===== src/rtl/vector_compute_engine.sv =====
// Vector engine: dot product, sum or max over programmable-length vectors in a
// shared single-port memory, with controller writes taking priority on the port.
module vector_compute_engine #(
    parameter int unsigned DATA_W  = 8,
    parameter int unsigned ADDR_W  = 4,
    parameter int unsigned MAX_LEN = 8,
    parameter int unsigned LEN_W   = 4,
    parameter int unsigned OUT_W   = 8,
    parameter int unsigned ACC_W   = 2 * DATA_W + LEN_W
) (
    input  logic              clk,
    input  logic              rst,
    input  logic              start,
    input  logic [1:0]        mode,
    input  logic [ADDR_W-1:0] base_a,
    input  logic [ADDR_W-1:0] base_b,
    input  logic [LEN_W-1:0]  len,
    output logic              busy,
    output logic              done,
    output logic [ACC_W-1:0]  result,
    output logic              overflow,
    output logic              err,
    input  logic [ADDR_W-1:0] ctrl_addr,
    input  logic              ctrl_wr,
    input  logic [DATA_W-1:0] ctrl_wdata,
    output logic [ADDR_W-1:0] mem_addr,
    output logic              mem_wr,
    output logic [DATA_W-1:0] mem_wdata,
    input  logic [DATA_W-1:0] mem_rdata
);

    typedef enum logic [2:0] {IDLE, RD_A, WT_A, RD_B, WT_B, DONE} state_t;

    localparam logic [1:0]       MODE_DOT  = 2'd0;
    localparam logic [1:0]       MODE_SUM  = 2'd1;
    localparam logic [1:0]       MODE_RSVD = 2'd3;
    localparam logic [LEN_W-1:0] MAX_LEN_V = LEN_W'(MAX_LEN);
    localparam logic [ACC_W-1:0] OVF_LIMIT = ACC_W'((64'd1 << OUT_W) - 64'd1);

    state_t              state_q, state_d;
    logic [1:0]          mode_q, mode_d;
    logic [ADDR_W-1:0]   base_a_q, base_a_d;
    logic [ADDR_W-1:0]   base_b_q, base_b_d;
    logic [LEN_W-1:0]    len_q, len_d;
    logic [LEN_W-1:0]    idx_q, idx_d;
    logic [ACC_W-1:0]    acc_q, acc_d;
    logic [DATA_W-1:0]   a_q, a_d;
    logic                err_d;
    logic                last;
    logic [ACC_W-1:0]    rdata_ext;
    logic [ADDR_W-1:0]   eng_addr;

    assign last      = (idx_q == len_q - LEN_W'(1));
    assign rdata_ext = ACC_W'(mem_rdata);
    assign eng_addr  = ((state_q == RD_B) ? base_b_q : base_a_q) + ADDR_W'(idx_q);

    // Next-state and datapath update
    always_comb begin
        state_d  = state_q;
        mode_d   = mode_q;
        base_a_d = base_a_q;
        base_b_d = base_b_q;
        len_d    = len_q;
        idx_d    = idx_q;
        acc_d    = acc_q;
        a_d      = a_q;
        err_d    = err;
        case (state_q)
            IDLE: begin
                if (start) begin
                    acc_d = '0;
                    if (mode == MODE_RSVD || len > MAX_LEN_V) begin
                        err_d   = 1'b1;
                        state_d = DONE;
                    end else if (len == '0) begin
                        err_d   = 1'b0;
                        state_d = DONE;
                    end else begin
                        err_d    = 1'b0;
                        mode_d   = mode;
                        base_a_d = base_a;
                        base_b_d = base_b;
                        len_d    = len;
                        idx_d    = '0;
                        state_d  = RD_A;
                    end
                end
            end
            RD_A: if (!ctrl_wr) state_d = WT_A;
            WT_A: begin
                if (mode_q == MODE_DOT) begin
                    a_d     = mem_rdata;
                    state_d = RD_B;
                end else begin
                    if (mode_q == MODE_SUM) begin
                        acc_d = acc_q + rdata_ext;
                    end else if (rdata_ext > acc_q) begin
                        acc_d = rdata_ext;
                    end
                    idx_d   = idx_q + LEN_W'(1);
                    state_d = last ? DONE : RD_A;
                end
            end
            RD_B: if (!ctrl_wr) state_d = WT_B;
            WT_B: begin
                acc_d   = acc_q + ACC_W'(a_q) * rdata_ext;
                idx_d   = idx_q + LEN_W'(1);
                state_d = last ? DONE : RD_A;
            end
            DONE:    state_d = IDLE;
            default: state_d = IDLE;
        endcase
    end

    // Shared memory port: controller writes win over engine reads
    always_comb begin
        mem_wdata = ctrl_wdata;
        mem_addr  = ctrl_addr;
        mem_wr    = 1'b0;
        if (ctrl_wr) begin
            mem_wr = 1'b1;
        end else if (state_q == RD_A || state_q == RD_B) begin
            mem_addr = eng_addr;
        end
    end

    always_ff @(posedge clk or negedge rst) begin
        if (!rst) begin
            state_q  <= IDLE;
            mode_q   <= '0;
            base_a_q <= '0;
            base_b_q <= '0;
            len_q    <= '0;
            idx_q    <= '0;
            acc_q    <= '0;
            a_q      <= '0;
            busy     <= 1'b0;
            done     <= 1'b0;
            result   <= '0;
            overflow <= 1'b0;
            err      <= 1'b0;
        end else begin
            state_q  <= state_d;
            mode_q   <= mode_d;
            base_a_q <= base_a_d;
            base_b_q <= base_b_d;
            len_q    <= len_d;
            idx_q    <= idx_d;
            acc_q    <= acc_d;
            a_q      <= a_d;
            err      <= err_d;
            busy     <= (state_d != IDLE);
            done     <= (state_d == DONE);
            // Result and flag are loaded on entry to DONE so they line up with done
            if (state_d == DONE) begin
                result   <= acc_d;
                overflow <= (acc_d > OVF_LIMIT);
            end
        end
    end

endmodule


===== config.mk =====
export PLATFORM = sky130hd
export DESIGN_NAME = vector_compute_engine
export DESIGN_NICKNAME = d
export VERILOG_FILES = /design/src/rtl/vector_compute_engine.sv
export SDC_FILE = /design/constraint.sdc
export NUM_CORES = 1
export LEC_CHECK = 0
export CORE_MARGIN = 3
export CORE_UTILIZATION = 55
export CTS_CLUSTER_SIZE = 12
export DETAILED_ROUTE_END_ITERATION = 6
export PLACE_DENSITY_LB_ADDON = 0.1
export SYNTH_ARGS = -nofsm -noshare
export SYNTH_HDL_FRONTEND = slang
export SYNTH_SLANG_ARGS = --single-unit

===== constraint.sdc =====
create_clock -name clk -period 10.7 [get_ports clk]
set_clock_uncertainty 0.2 [all_clocks]
set_input_delay 2.14 -clock clk [delete_from_list [all_inputs] [get_ports clk]]
set_output_delay 2.14 -clock clk [all_outputs]
set_load 0.005 [all_outputs]

======== After elaboration in Yosys (flattened, before gate mapping) ========
Index checks and enable logic that the tools add are counted.
word-level totals
  bits of input ports ..................... 38
  output and inout port bits .............. 37
  bits in latches ......................... 0
  bits in writable memories ............... 0
  memories ................................ 0
  ROM bits ................................ 0
  bits in registers ....................... 73
operators by class
  add/sub/neg operators ................... 5
  div/mod/pow operators ................... 0
  $mul .................................... 1
  reductions and logical operators ........ 11
  shifts and indexed selects .............. 0
  order comparisons ....................... 3
  equality and inequality tests ........... 12
  bitwise logic cells ..................... 2
  muxes and demuxes ....................... 23
operators by type and width
  kind                                                             count
  two-way mux 20 bit                                               4
  case mux 20 bit (3 select lines)                                 1
  two-way mux 4 bit                                                7
  two-way mux 3 bit                                                7
  adder 20 x 16 -> 20 bit                                          1
  adder 20 x 8 -> 20 bit                                           1
  greater-than comparator 20 x 8 -> 1 bit (second input constant)  1
  greater-than comparator 8 x 20 -> 1 bit                          1
  multiplier 8 x 8 -> 16 bit                                       1
  case mux 3 bit (5 select lines)                                  1
  case mux 4 bit (3 select lines)                                  1
  != test 2 bit (second input constant)                            4
  equality test 3 x 2 -> 1 bit (second input constant)             2
  equality test 3 bit (second input constant)                      2
  nonzero test 3 bit                                               2
  AND reduction 5 bit                                              1
  adder 4 x 1 -> 4 bit (second input constant)                     1
  adder 4 bit                                                      1
  equality test 4 bit                                              1
  greater-than comparator 4 bit (second input constant)            1
  logical NOT 4 bit                                                1
  AND reduction 2 bit                                              2
  AND reduction 4 bit                                              1
  subtractor 4 x 1 -> 4 bit (second input constant)                1
  8 further kinds                                                  11

======== Longest topological paths before layout ========
Gate-level depths: netlist of run 1.
  word-level depth ........................ 6
  gate-level depth with buffers ........... 20

======== Least setup slack after synthesis of run 1 ========
OpenSTA, ideal clock, no wires.
  path kind ............................... input-to-reg
  start point ............................. input port mem_rdata[4]
  end point ............................... register overflow
  stages on the path ...................... 17
  arrival ................................. 6,453 ps
  path slack .............................. 3,903 ps
  buffers on the path ..................... 1
  required time ........................... 10,356 ps
  setup time .............................. 144 ps
  cell sequence ........................... clkbuf_1 nand2_1 fa_1 inv_1 fa_1 fa_1 inv_1 fa_1 inv_1 ha_1 a2111oi_0 a21oi_1 mux2i_1 nor4_4 nand4bb_1 nor4_2 a41oi_1
between the ends
  longest elaborated chain between the ends .. 6
ends and longest elaborated chain
  item                                                             RTL line  source
  from (decl)                                                      29        input logic [DATA_W-1:0] mem_rdata
  branches (longest 4 deep; another with adder 20 x 16 -> 20 bit)  -
  case mux 20 bit (3 select lines) *                               68        case (state_q)
  greater-than comparator 20 x 8 -> 1 bit *                        157       overflow <= (acc_d > OVF_LIMIT);
  to (signal assigned)                                             157
  to (decl)                                                        21        output logic overflow,
Every way passes the cells marked *.
A chain may end at the register's enable or synchronous reset.

======== Final worst setup path of run 1 ========
  start point ............................. input port mem_rdata[4]
  end point ............................... register overflow
between the ends
  longest elaborated chain between the ends .. 6
ends and longest elaborated chain
  item                                                             RTL line  source
  branches (longest 4 deep; another with adder 20 x 16 -> 20 bit)  -
  case mux 20 bit (3 select lines) *                               68
  net acc_d[13]                                                    46        logic [ACC_W-1:0] acc_q, acc_d;
  greater-than comparator 20 x 8 -> 1 bit *                        157
Mark *: on every way through the listed nets, which the timed path passes.

==> key figures, run 1 <==
Min path
  – Hold_sp: result[16]
  – WHS Path Cells: 1
  – Hold EP: result[16]
  – HP Class: register to register

Yosys
  – Top FF cell, synth: dfrtp_1
  – Synth Area per Inst: between 9 and 10 sq um
  – Cell with the most instances after synthesis: inv_1
  – Seq/Total Area, Yosys: 0.247
  – Synth warn: 0
  – Synth cell types: 86
  – Post-synth EDFFs: 0
  – Yosys top cell by area: dfrtp_1
  – Area of the mapped netlist: 7390 sq um
  – Synth top area cells: dfrtp_1, fa_1, ha_1
  – Area share of the largest cell type after synthesis: 0.247
  – Syn_nets: 955
  – Mapped Cells: between 800 and 900
  – Post-synth ARST share: 1.00
  – Commonest cells in the netlist: inv_1, nand2_1, dfrtp_1
  – Yosys reg bits: 73

Timing
  – Max Transition Viols Final: 0
  – Period minus WS final: between 7000 and 8000 ps
  – Fmax: 0.134 GHz
  – RSZ-0062 raised after global routing: false
  – Worst-margin pin slew: between 1000 and 1500 ps
  – Rel. slew slack: 0.318
  – Final setup violation count: 0
  – Final count of hold timing violations: 0
  – Tcrit/Tclk final: 0.697
  – Setup TNS: 0 ps

Setup path
  – Data required time of the worst path: ~11000 ps
  – Worst Path Buf+Inv: 4
  – R2R setup slack: 5350 ps
  – R2R depth: 15
  – Most frequent CP cell: fa_1
  – Crit. Startpoint: mem_rdata[4]
  – Crit end category: register
  – CP max-delay cell: clkdlybuf4s50_1
  – CP arrival: ~7500 ps
  – Critical-path cell list: clkdlybuf4s50_1, nand2_1, fa_1, inv_1, fa_1, fa_1, inv_1, fa_1, inv_1, ha_1, a2111oi_0, a211oi_1, o21a_1, o21a_1, o31ai_2, nor4_2, a41oi_1
  – Crit start category: primary input
  – Critical path class: primary input to register
  – CP peak stage delay: 810 ps
  – R2R Path Start: a_q[1]
  – CP max FO: 12
  – Worst R2R End: overflow
  – CP delay by family, top: adder cells

Finish
  – Layout cells sized above 1: 0.101
  – Post-layout instance area: slightly above 8000 sq um
  – Fin nets: between 900 and 1000
  – ANT cells: 0
  – Layout area overhead: 12.1%

Detailed routing
  – Antenna viol nets, final: 0
  – First DRT Iteration DRCs: between 300 and 400
  – # DRC: 0
  – Final wirelength: roughly 18000 um
  – DR WL/cell: around 18 um
  – Vias per cell: 5.72
  – First-pass DRT Iterations: 5
  – Vias: 5799

Clock tree
  – Bufs on Longest Clock Path: 2
  – CTS tree: done
  – H-Tree Depth: 3
  – Post_cts resized: 0
  – Worst-skew pair later-pin latency: approximately 340 ps
  – Clk sinks: between 70 and 80
  – Clk root buf: clkbuf_16
  – CTS buffer count: 9
  – Post-CTS Setup Inserts: 0
  – Clk pin slew, worst setup/hold paths: about 60 ps
  – Post-cts hold buffer count: 0

Global route
  – Antenna violations before repair: 0
  – Global route overflow: 0
  – First-pass GRT wire length: 30900 um
  – Vias in the first global route: 6167
  – Largest net degree at the start of global routing: between 70 and 80
  – Aggregate global-route resource usage: 0.262

Placement
  – Placer Congestion: 0.877
  – HPWL after DPL: around 14000 um
  – Placed Instance Area: ~8000 sq um
  – I/O Buffers: 58

Die
  – Die area: 14900 sq um
  – IO Pins: 75
  – Initial Utilization: 0.574
  – Row count: 41
  – Die X: around 120 um
  – DIE HEIGHT: approximately 120 um
  – Total core area: around 13000 sq um

Run status
  – Status: finished clean

Job
  – Max_cap viols: 0
[state kept, by name, summed over array words and instances, names as in the netlist, 3 cells and up]
register,cells
len_q,4
state_q,3
acc_q,20
result,20
a_q,8
base_b_q,4
idx_q,4
base_a_q,4
[logic make-up after synthesis]
family	count (synthesis)	share of synthesized area
xor gates and xnor gates	25	0.0296
and+or+nand+nor	230	0.165
buffers and inverters	157	0.0898
muxes	43	0.0647
AOI/OAI and AO/OA	161	0.157
DFF	73	0.247
adders and majority gates	114	0.246
[how the worst max path moves through the flow]
stage,slack [ps],endpoint,depth (start not counted)
after floorplan,3900,overflow,17
after CTS,3270,overflow,17
final,3250,overflow,17
after global placement,3030,overflow,17
after detailed placement,2950,overflow,17
after global routing,2860,overflow,17
[per-layer routing]
layer / vias up / global-route usage / wire length [um]
li1: 2797 / - / -
met5: - / 0 / 0
met4: 0 / 0.0728 / 286
met3: 27 / 0.0334 / 803
met1: 2835 / 0.358 / 8300
met2: 140 / 0.440 / 8700
[per-stage QoR]
stage	hold slack, ps	utilization	cells	setup slack [ps]
after CTS	295	0.643	1013	3270
after detailed placement	278	0.620	997	2950
final	288	0.643	1013	3250
after global placement	277	0.620	997	3030
after global routing	316	0.643	1013	2860
after floorplan	267	-	803	3900
[layout make-up]
class / count / area [sq um]
multi-input combinational: 573 / 4900
fill: 1126 / 4600
sequential: 73 / 1830
timing repair buffer: 60 / 593
inverter: 119 / 447
clock buffer: 10 / 229
tap: 172 / 215
clock inverter: 6 / 66.3
[layout by cell type (no fill, tap or decap), types with 8 or more instances in the layout]
cell type,n
inv_1,117
nand2_1,82
dfrtp_1,73
ha_1,62
clkdlybuf4s50_1,57
fa_1,52
a21oi_1,45
mux2_2,36
and2_1,35
nor2_1,30
o21ai_0,22
xnor2_1,17
nor3_1,11
nand2b_1,11
nand3_1,11
a21o_1,9
clkbuf_16,9
xor2_1,8
Power of run 1 is not shown: default switching activity piles up to over one toggle a cycle in this logic, so the estimate is an artifact.
==> inputs of run 2 (changes only) <==
- CORE_UTILIZATION: 55 -> 53
- clock period: 10.7 -> 6.3 ns (I/O delays scaled with it)
==> run 2 against run 1 <==
Non-clock buffer count up 47. Global-route usage increased by 0.39 points. Design area grew 5.6%. Highest routed layer unchanged. Worst hold slack lost 2.2 ps.
==> key figures, run 2 (synthesized netlist as in run 1, its figures left out) <==
Global route
  – Vias in the first global route: 6430 (was 6167)
  – First-pass GRT wire length: 32200 um (was 30900 um)
  – Grt peak-use layer: met2 (unchanged)
  – GR Util met2: 0.425 (was 0.440)
  – Antenna violations before repair: 0 (unchanged)
  – Largest net degree at the start of global routing: 74 (unchanged)
  – Global route overflow: 0 (unchanged)
  – Met3 Use GR: 0.0427 (was 0.0334)
  – Aggregate global-route resource usage: 0.266 (was 0.262)
  – Met1 usage: 0.376 (was 0.358)

Finish
  – FILL cells: 1137 (was 1126)
  – Most frequent cells in the layout: inv_1, nand2_1, dfrtp_1 (unchanged)
  – Post-layout instance area: 8750 sq um (was 8280 sq um)
  – Most common cell after layout, fill and taps aside: inv_1 (unchanged)
  – ANT cells: 0 (unchanged)
  – Regs by FF count: acc_q: 20 flops, result: 20 flops, a_q: 8 flops (unchanged)
  – Layout cells sized above 1: 0.164 (was 0.101)
  – Fin nets: 1035 (was 988)
  – Layout area overhead: 18.4% (was 12.1%)

Detailed routing
  – First DRT Iteration DRCs: 428 (was 359)
  – Vias: 6078 (was 5799)
  – DR WL/cell: 17.7 um (was 17.9 um)
  – Antenna viol nets, final: 0 (unchanged)
  – First-pass DRT Iterations: 7 (was 5)
  – # DRC: 0 (unchanged)
  – Final wirelength: 18800 um (was 18100 um)
  – Vias per cell: 5.71 (was 5.72)

Setup path
  – CP arrival: 6070 ps (was 7510 ps)
  – R2R depth: 16 (was 15)
  – Crit path to: overflow (unchanged)
  – Worst R2R End: overflow (unchanged)
  – Critical path class: primary input to register (unchanged)
  – R2R setup slack: 1120 ps (was 5350 ps)
  – Data required time of the worst path: 6300 ps (was 10750 ps)
  – Most frequent CP cell: fa_1 (unchanged)
  – Stages on worst setup path: 19 (was 17)
  – Worst Path Buf+Inv: 5 (was 4)
  – CP delay by family, top: adder cells (unchanged)
  – CP peak stage delay: 550 ps (was 810 ps)
  – R2R Path Start: a_q[2] (was a_q[1])
  – Critical-path cell list: clkdlybuf4s50_1, buf_4, nand2_1, fa_1, inv_1, fa_1, inv_1, fa_1, inv_1, fa_1, ha_1, a21oi_1, o21ai_0, or3_4, o21ai_2, a21oi_1, xor2_1, a211oi_2, a41oi_1 (was clkdlybuf4s50_1, nand2_1, fa_1, inv_1, fa_1, fa_1, inv_1, fa_1, inv_1, ha_1, a2111oi_0, a211oi_1, o21a_1, o21a_1, o31ai_2, nor4_2, a41oi_1)
  – CP max FO: 4 (was 12)
  – Crit. Startpoint: mem_rdata[7] (was mem_rdata[4])
  – Crit end category: register (unchanged)
  – Crit start category: primary input (unchanged)
  – CP max-delay cell: fa_1 (was clkdlybuf4s50_1)

Timing
  – Rel. slew slack: 0.214 (was 0.318)
  – Final worst slack: 236 ps (was 3250 ps)
  – Max Transition Viols Final: 0 (unchanged)
  – Period minus WS final: around 6100 ps
  – Fmax: approximately 0.16 GHz
  – Hold WS: 286 ps (was 288 ps)
  – Tcrit/Tclk final: 0.962
  – Final count of hold timing violations: 0 (unchanged)
  – Final setup violation count: 0 (unchanged)
  – Worst-margin pin slew: 1170 ps (was 1020 ps)
  – Setup TNS: 0 ps (unchanged)

Placement
  – HPWL after DPL: 14900 um (was 14000 um)
  – Placer Congestion: 0.954 (was 0.877)
  – I/O Buffers: 58 (unchanged)
  – Pre-CTS WS: -292 ps (was 2950 ps)
  – Placed Instance Area: 8340 sq um (was 7990 sq um)

Clock tree
  – Clk sinks: 73 (unchanged)
  – Clk pin slew, worst setup/hold paths: 60 ps (about the same)
  – CTS buffer count: 9 (unchanged)
  – CTS tree: done (unchanged)
  – Bufs on Longest Clock Path: 2 (unchanged)
  – H-Tree Depth: 3 (unchanged)
  – Worst-skew pair later-pin latency: 350 ps (was 340 ps)
  – Clk root buf: clkbuf_16 (unchanged)
  – Post-cts hold buffer count: 0 (unchanged)

Die
  – Total core area: 13500 sq um (was 12900 sq um)
  – Initial Utilization: 0.549 (was 0.574)
  – DIE HEIGHT: 124 um (was 122 um)
  – IO Pins: 75 (unchanged)
  – Die area: 15400 sq um (was 14900 sq um)
  – Die X: 124 um (was 122 um)
  – Row count: 42 (was 41)

Job
  – Max_cap viols: 0 (unchanged)

Run status
  – Status: finished clean (unchanged)

Min path
  – HP Class: register to register (unchanged)
==> run 2: worst min-delay path by stage <==
stage | startpoint | endpoint | cells past startpoint
after detailed placement | result[18] | result[18] | 2
after global routing | base_b_q[2] | base_b_q[2] | 1
final | result[18] | result[18] | 2
after CTS | result[18] | result[18] | 2
after floorplan | result[18] | result[18] | 2
after global placement | result[18] | result[18] | 2
==> run 2: layout make-up <==
| type | count | area [sq um] | area share |
|---|---|---|---|
| Multi-Input combinational cell | 573 | 4970 | 0.569 |
| Sequential cell | 73 | 1830 | 0.209 |
| Inverter | 119 | 447 | 0.0511 |
| Timing Repair Buffer | 107 | 958 | 0.110 |
| Clock buffer | 10 | 229 | 0.0262 |
| Tap cell | 176 | 220 | 0.0252 |
| Clock inverter | 6 | 90.1 | 0.0103 |
==> run 2: worst reg2reg max path, delay by kind of cell, from the launching register on <==
| family | cells | cell delay, ps |
|---|---|---|
| fa+ha+maj | 5 | 2440 |
| compound gates | 6 | 1240 |
| flops | 1 | 500 |
| buf+inv | 3 | 270 |
| simple gates | 1 | 230 |
| xor+xnor | 1 | 170 |
==> run 2: routing by layer <==
layer	part of all wire	wire [um]
met1	0.47	8850
met2	0.47	8850
met3	0.044	823
met4	0.017	311
met5	0	0
==> run 2: stage by stage <==
| step | cells | util |
|---|---|---|
| finish | 1064 | 0.650 |
| global route | 1064 | 0.650 |
| CTS | 1063 | 0.643 |
| detailed placement | 1047 | 0.620 |
| global placement | 1047 | 0.620 |
| floorplan | 803 | - |
==> run 2: repair_timing <==
| item | in CTS | in global routing |
|---|---|---|
| endpoints found under the setup margin | 0 | 11 |
| endpoints found under the hold margin | 0 | 0 |
| setup buffers | 0 | 1 |
| gates resized for setup | 0 | 22 |
Power of run 2 is left out for the same reason.
